File: src/rtl/program_loader_pkg.sv
// Shared definitions for the instruction-memory boot loader: state encoding,
// frame limits and the header range rule.
package loader_pkg;

  localparam int BYTE_W    = 8;
  localparam int MAX_WORDS = 64;

  typedef enum logic [2:0] {
    ST_IDLE  = 3'd0,
    ST_LOAD  = 3'd1,
    ST_CHECK = 3'd2,
    ST_DONE  = 3'd3,
    ST_ERROR = 3'd4
  } state_e;

  // A header is usable when it names at least one word and fits in memory.
  function automatic logic header_ok(input logic [BYTE_W-1:0] n, input int max_words);
    return (n != '0) && (int'(n) <= max_words);
  endfunction

endpackage

File: src/rtl/program_loader_if.sv
// Host byte stream into the loader: valid/ready handshake, one byte per beat.
interface program_loader_if;
  import loader_pkg::*;

  logic [BYTE_W-1:0] rx_data;
  logic              rx_valid;
  logic              rx_ready;

  modport master (output rx_data, output rx_valid, input rx_ready);
  modport slave  (input rx_data, input rx_valid, output rx_ready);

endinterface

File: src/rtl/program_loader.sv
// Boot-time writer for the PPU instruction memory. Consumes a framed byte
// stream (header N, 4N payload bytes, XOR checksum), writes the payload to
// consecutive byte addresses from 0, and keeps the core held in reset until
// a frame has been loaded and its checksum verified.
module program_loader
  import loader_pkg::*;
#(
  parameter int MEM_BYTES = 256,
  parameter int ADDR_W    = 8,
  parameter int MAX_WORDS = MEM_BYTES / 4
) (
  input  logic                clk,
  input  logic                reset,
  program_loader_if.slave     rx,
  input  logic                reload,
  output logic                im_we,
  output logic [ADDR_W-1:0]   im_addr,
  output logic [BYTE_W-1:0]   im_data,
  output logic                cpu_hold,
  output logic                load_done,
  output logic                load_err
);

  localparam int NW_W = $clog2(MAX_WORDS + 1);
  localparam int LW   = NW_W + 2;

  state_e              state_q, state_d;
  logic [NW_W-1:0]     nwords_q, nwords_d;
  logic [ADDR_W-1:0]   idx_q, idx_d;
  logic [BYTE_W-1:0]   csum_q, csum_d;
  logic                im_we_q, im_we_d;
  logic [ADDR_W-1:0]   im_addr_q, im_addr_d;
  logic [BYTE_W-1:0]   im_data_q, im_data_d;

  logic                rx_state;
  logic                accept;
  logic [LW-1:0]       last_idx;

  // reload blocks acceptance so a byte offered alongside it is never consumed.
  assign rx_state    = (state_q == ST_IDLE) || (state_q == ST_LOAD) || (state_q == ST_CHECK);
  assign rx.rx_ready = rx_state && !reload;
  assign accept      = rx.rx_valid && rx.rx_ready;

  // Index of the final payload byte, 4N-1; one bit wider than the index so N=MAX_WORDS fits.
  assign last_idx    = {nwords_q, 2'b00} - LW'(1);

  assign cpu_hold    = (state_q != ST_DONE);
  assign load_done   = (state_q == ST_DONE);
  assign load_err    = (state_q == ST_ERROR);

  assign im_we       = im_we_q;
  assign im_addr     = im_addr_q;
  assign im_data     = im_data_q;

  // Next state, frame bookkeeping and the registered memory write request.
  always_comb begin
    state_d   = state_q;
    nwords_d  = nwords_q;
    idx_d     = idx_q;
    csum_d    = csum_q;
    im_we_d   = 1'b0;
    im_addr_d = im_addr_q;
    im_data_d = im_data_q;
    if (reload) begin
      state_d = ST_IDLE;
      idx_d   = '0;
      csum_d  = '0;
    end else if (accept) begin
      unique case (state_q)
        ST_IDLE: begin
          if (header_ok(rx.rx_data, MAX_WORDS)) begin
            nwords_d = NW_W'(rx.rx_data);
            idx_d    = '0;
            csum_d   = '0;
            state_d  = ST_LOAD;
          end else begin
            state_d  = ST_ERROR;
          end
        end
        ST_LOAD: begin
          im_we_d   = 1'b1;
          im_addr_d = idx_q;
          im_data_d = rx.rx_data;
          csum_d    = csum_q ^ rx.rx_data;
          idx_d     = idx_q + ADDR_W'(1);
          if (LW'(idx_q) == last_idx) begin
            state_d = ST_CHECK;
          end
        end
        ST_CHECK: begin
          state_d = (rx.rx_data == csum_q) ? ST_DONE : ST_ERROR;
        end
        default: ;
      endcase
    end
  end

  // State and write-port registers; reset abandons any partial image.
  always_ff @(posedge clk or negedge reset) begin
    if (!reset) begin
      state_q   <= ST_IDLE;
      nwords_q  <= '0;
      idx_q     <= '0;
      csum_q    <= '0;
      im_we_q   <= 1'b0;
      im_addr_q <= '0;
      im_data_q <= '0;
    end else begin
      state_q   <= state_d;
      nwords_q  <= nwords_d;
      idx_q     <= idx_d;
      csum_q    <= csum_d;
      im_we_q   <= im_we_d;
      im_addr_q <= im_addr_d;
      im_data_q <= im_data_d;
    end
  end

endmodule
File: src/flat_wrapper.sv
// flat-port wrapper written by rule: the top's interface ports become plain ports
module program_loader_flat import loader_pkg::*;
#(
  parameter int MEM_BYTES = 256,
  parameter int ADDR_W    = 8,
  parameter int MAX_WORDS = MEM_BYTES / 4
)
  (clk, reset, reload, im_we, im_addr, im_data, cpu_hold, load_done, load_err, rx_rx_data, rx_rx_valid, rx_rx_ready);
  program_loader_if rx_i ();
  input  logic clk;
  input  logic reset;
  input  logic reload;
  output logic im_we;
  output logic [ADDR_W-1:0] im_addr;
  output logic [BYTE_W-1:0] im_data;
  output logic cpu_hold;
  output logic load_done;
  output logic load_err;
  input wire logic [$bits(rx_i.rx_data)-1:0] rx_rx_data;
  input wire logic [$bits(rx_i.rx_valid)-1:0] rx_rx_valid;
  output wire logic [$bits(rx_i.rx_ready)-1:0] rx_rx_ready;
  assign rx_i.rx_data = rx_rx_data;
  assign rx_i.rx_valid = rx_rx_valid;
  assign rx_rx_ready = rx_i.rx_ready;
  program_loader #(.MEM_BYTES(MEM_BYTES), .ADDR_W(ADDR_W), .MAX_WORDS(MAX_WORDS)) u_core (.clk(clk), .reset(reset), .rx(rx_i), .reload(reload), .im_we(im_we), .im_addr(im_addr), .im_data(im_data), .cpu_hold(cpu_hold), .load_done(load_done), .load_err(load_err));
endmodule
File: config.mk
export PLATFORM = sky130hd
export DESIGN_NAME = program_loader_flat
export DESIGN_NICKNAME = d
export VERILOG_FILES = /design/src/rtl/program_loader_pkg.sv /design/src/rtl/program_loader_if.sv /design/src/rtl/program_loader.sv /design/src/flat_wrapper.sv
export SDC_FILE = /design/constraint.sdc
export NUM_CORES = 1
export LEC_CHECK = 0
export CAP_MARGIN = 5
export CORE_MARGIN = 4
export CORE_UTILIZATION = 35
export CTS_BUF_LIST = sky130_fd_sc_hd__clkbuf_4
export CTS_CLUSTER_SIZE = 25
export DETAILED_ROUTE_END_ITERATION = 16
export PLACE_DENSITY = 0.59
export SYNTH_ARGS = -nofsm -noshare
export SYNTH_HDL_FRONTEND = slang
export SYNTH_SLANG_ARGS = --single-unit
export TNS_END_PERCENT = 1
File: constraint.sdc
create_clock -name clk -period 1.9 [get_ports clk]
set_clock_uncertainty 0.05 [all_clocks]
set_input_delay 0.285 -clock clk [delete_from_list [all_inputs] [get_ports clk]]
set_output_delay 0.285 -clock clk [all_outputs]
set_load 0.005 [all_outputs]
==> flow_summary.toml <==
[global_route]
grt_pass1_vias = 1960
antenna_found_initial = 0
grt.overflow.total = 0
grt_usage_pct = 15.96
grt_pass1_wl_um = 9618
grt_max_degree = 44

[power]
p_leak_nw = 1.466
vdd_drop_max_mv = 0.5455
finalPower_mw = 2.717
power.density_nw_per_um2 = 870.6

[sta]
period_share_pct = 106.2
fin_ws_ps = -117.9
slew_viol_final = 0
min_period_ps = 2018
hold_violations = 0
setup_viol = 8
slew-limit-headroom_pct = 72.26
fmax_ghz = 0.4956
worstMarginPinSlew_ps = 414.6
rsz0062_at_grt = "true"

[logic_synthesis]
syn_inst = 250
synth_flop_cell = "dfrtp_1"
ys_seq_area_share_pct = 46.94
avgSynthCellArea_um2 = 9.169
syn-num-nets = 264
synth-seq-cells = 43
yosys.area.top_type = "dfrtp_1"
synth_cell_types = 44
synth_edf_count = 0
synthDominantCellAreaShare_pct = 46.94
synthArstFlopShare_pct = 100.0
synth_area_um2 = 2292
ys_warn_count = 0
synth_area_leaders = "dfrtp_1 (47%), nand2_1 (10%), xnor2_1 (5.0%)"

[cts]
clockBufferDepth = 2
tritoncts = "built"
htreeDepth = 2
numClockSinks = 43
cts_buffers = 5
insertion_delay_ps = 360
path_clk_slew_ps = 120
clk_root_buffer_cell = "clkbuf_4"

[status]
violations = "setup timing"
status = "finished with violations"

[drt]
vias = 2038
routedWlPerCell_um = 14.35
firstDrtPassIters = 4
drt_iter0_markers = 99
vias_per_cell = 5.134
postRouteAntennaNets = 0
drc = 0
drt_wl_total_um = 5695

[final_layout]
syn2layout_area_growth_pct = 36.14
finalNetCount = 333
antenna_cells = 0
layout-drive-gt1-share_pct = 21.56
fillCellCount = 616
final_cells = 397
fin_area_um2 = 3120
final_util_pct = 49.14

[worst_setup_path]
critPathRequiredTime_ps = 2100
startpoint_type = "flop"
crit_type = "flop to flop"
crit_path_end_kind = "flop"
cp_max_fo = 7
cp.arrival_ps = 2220

[die]
dieHeight_um = 88.93
start_util_pct = 36.10
pin_count = 33
die_x_um = 88.93
rows = 29
core_area_um2 = 6350
die_area_um2 = 7908

[placed_design]
hpwlAfterDp_um = 4322
globalplace.congestion = 0.8119
place_ws_ps = -526.4
portBuffers = 32
placed_area_um2 = 2972
place_inst = 387

[worst_hold_path]
hp-class = "input port to flop"

[job]
maxCapViolCount = 0
[worst max-delay path, stage by stage (launching register included)]
cell,delay (ps)
dfrtp_1,430
or3b_4,380
or4_4,430
a21oi_4,280
mux2_4,340
[report_power, final]
| group | total (mW) | internal (mW) | switching, mW |
|---|---|---|---|
| Sequential | 1.18 | 1.06 | 0.119 |
| Clock | 0.731 | 0.425 | 0.306 |
| Combinational | 0.809 | 0.467 | 0.342 |
[layout by cell type (no fill, tap or decap), drive strengths merged, types with 3 or more instances in the layout]
cell,instances
buf,43
dfrtp,43
nor3,4
nand3,9
mux2,5
nand2,61
a21oi,5
o31ai,4
clkdlybuf4s50,26
nand3b,3
nor2,17
and3,3
xor2,3
nor3b,3
a31oi,3
o311ai,4
clkbuf,6
xnor2,13
o21ai,24
inv,7
[area by class of cell]
cell class / instances / area, um2 / area share (%)
clock buffer: 6 / 45.04 / 1.443
clock inverter: 2 / 60.06 / 1.925
inverter: 7 / 28.78 / 0.9222
multi-input combinational: 187 / 1145 / 36.69
sequential: 43 / 1076 / 34.48
tap: 77 / 96.34 / 3.087
timing repair buffer: 75 / 669.4 / 21.45
[cells by family after synthesis]
group / Yosys count / share of synthesized area (%)
compound gates: 50 / 14.74
xor+xnor: 16 / 6.114
fa+ha+maj: 2 / 1.092
buf+inv: 20 / 4.803
flops: 43 / 46.94
mux: 5 / 2.456
simple gates: 114 / 23.85
[stage by stage]
step | setup TNS, ps | hold slack (ps)
floorplan | -377.1 | -60.59
global placement | -9112 | 231.5
detailed placement | -9910 | 238.0
CTS | -766.5 | 367.6
global route | -1538 | 206.9
finish | -603.2 | 187.3
[flip-flops by register name, summed over array words and instances (netlist names)]
name             cells
u_core.nwords_q      7
u_core.im_addr       8
u_core.state_q       3
u_core.csum_q        8
u_core.idx_q         8
u_core.im_data       8
u_core.im_we         1
[synth_stat cells, types with 5 or more instances]
cell type,n
dfrtp_1,43
nand3_1,9
xnor2_1,13
o21ai_0,22
inv_1,7
nor2_1,17
mux2_2,5
nand2_1,61
[metal layers]
layer / vias to the layer above / GRT usage (%) / part of all wire (%)
met5: - / 0 / 0
met4: 0 / 4.533 / 1.2
met3: 6 / 3.502 / 3.4
met2: 33 / 24.16 / 46
met1: 991 / 23.04 / 50
li1: 1008 / - / -
[final timing paths]
path                                          startpoint                        endpoint  slack (ps)  depth (start not counted)
setup / recovery           u_core.state_q[2]$_DFFE_PN0P_  u_core.nwords_q[3]$_DFFE_PN0P_        -120                          4
hold / removal                               rx_rx_valid   u_core.state_q[2]$_DFFE_PN0P_         190                          3
setup reg to reg           u_core.state_q[2]$_DFFE_PN0P_  u_core.nwords_q[3]$_DFFE_PN0P_        -120                          4
hold reg to reg            u_core.im_data[6]$_DFFE_PN0P_   u_core.im_data[6]$_DFFE_PN0P_         430                          2
max in group asynchronous                          reset  u_core.nwords_q[6]$_DFFE_PN0P_        1230                          3
min in group asynchronous                          reset          u_core.im_we$_DFF_PN0_         350                          3
[timing repair]
action	CTS	global route
setup buffers	0	1
setup endpoints to repair	13	31
endpoints found under the hold margin	43	0
pin swaps	0	1
resized for setup	8	7
hold buffers	1	0
(Power assumes the default switching activity.)
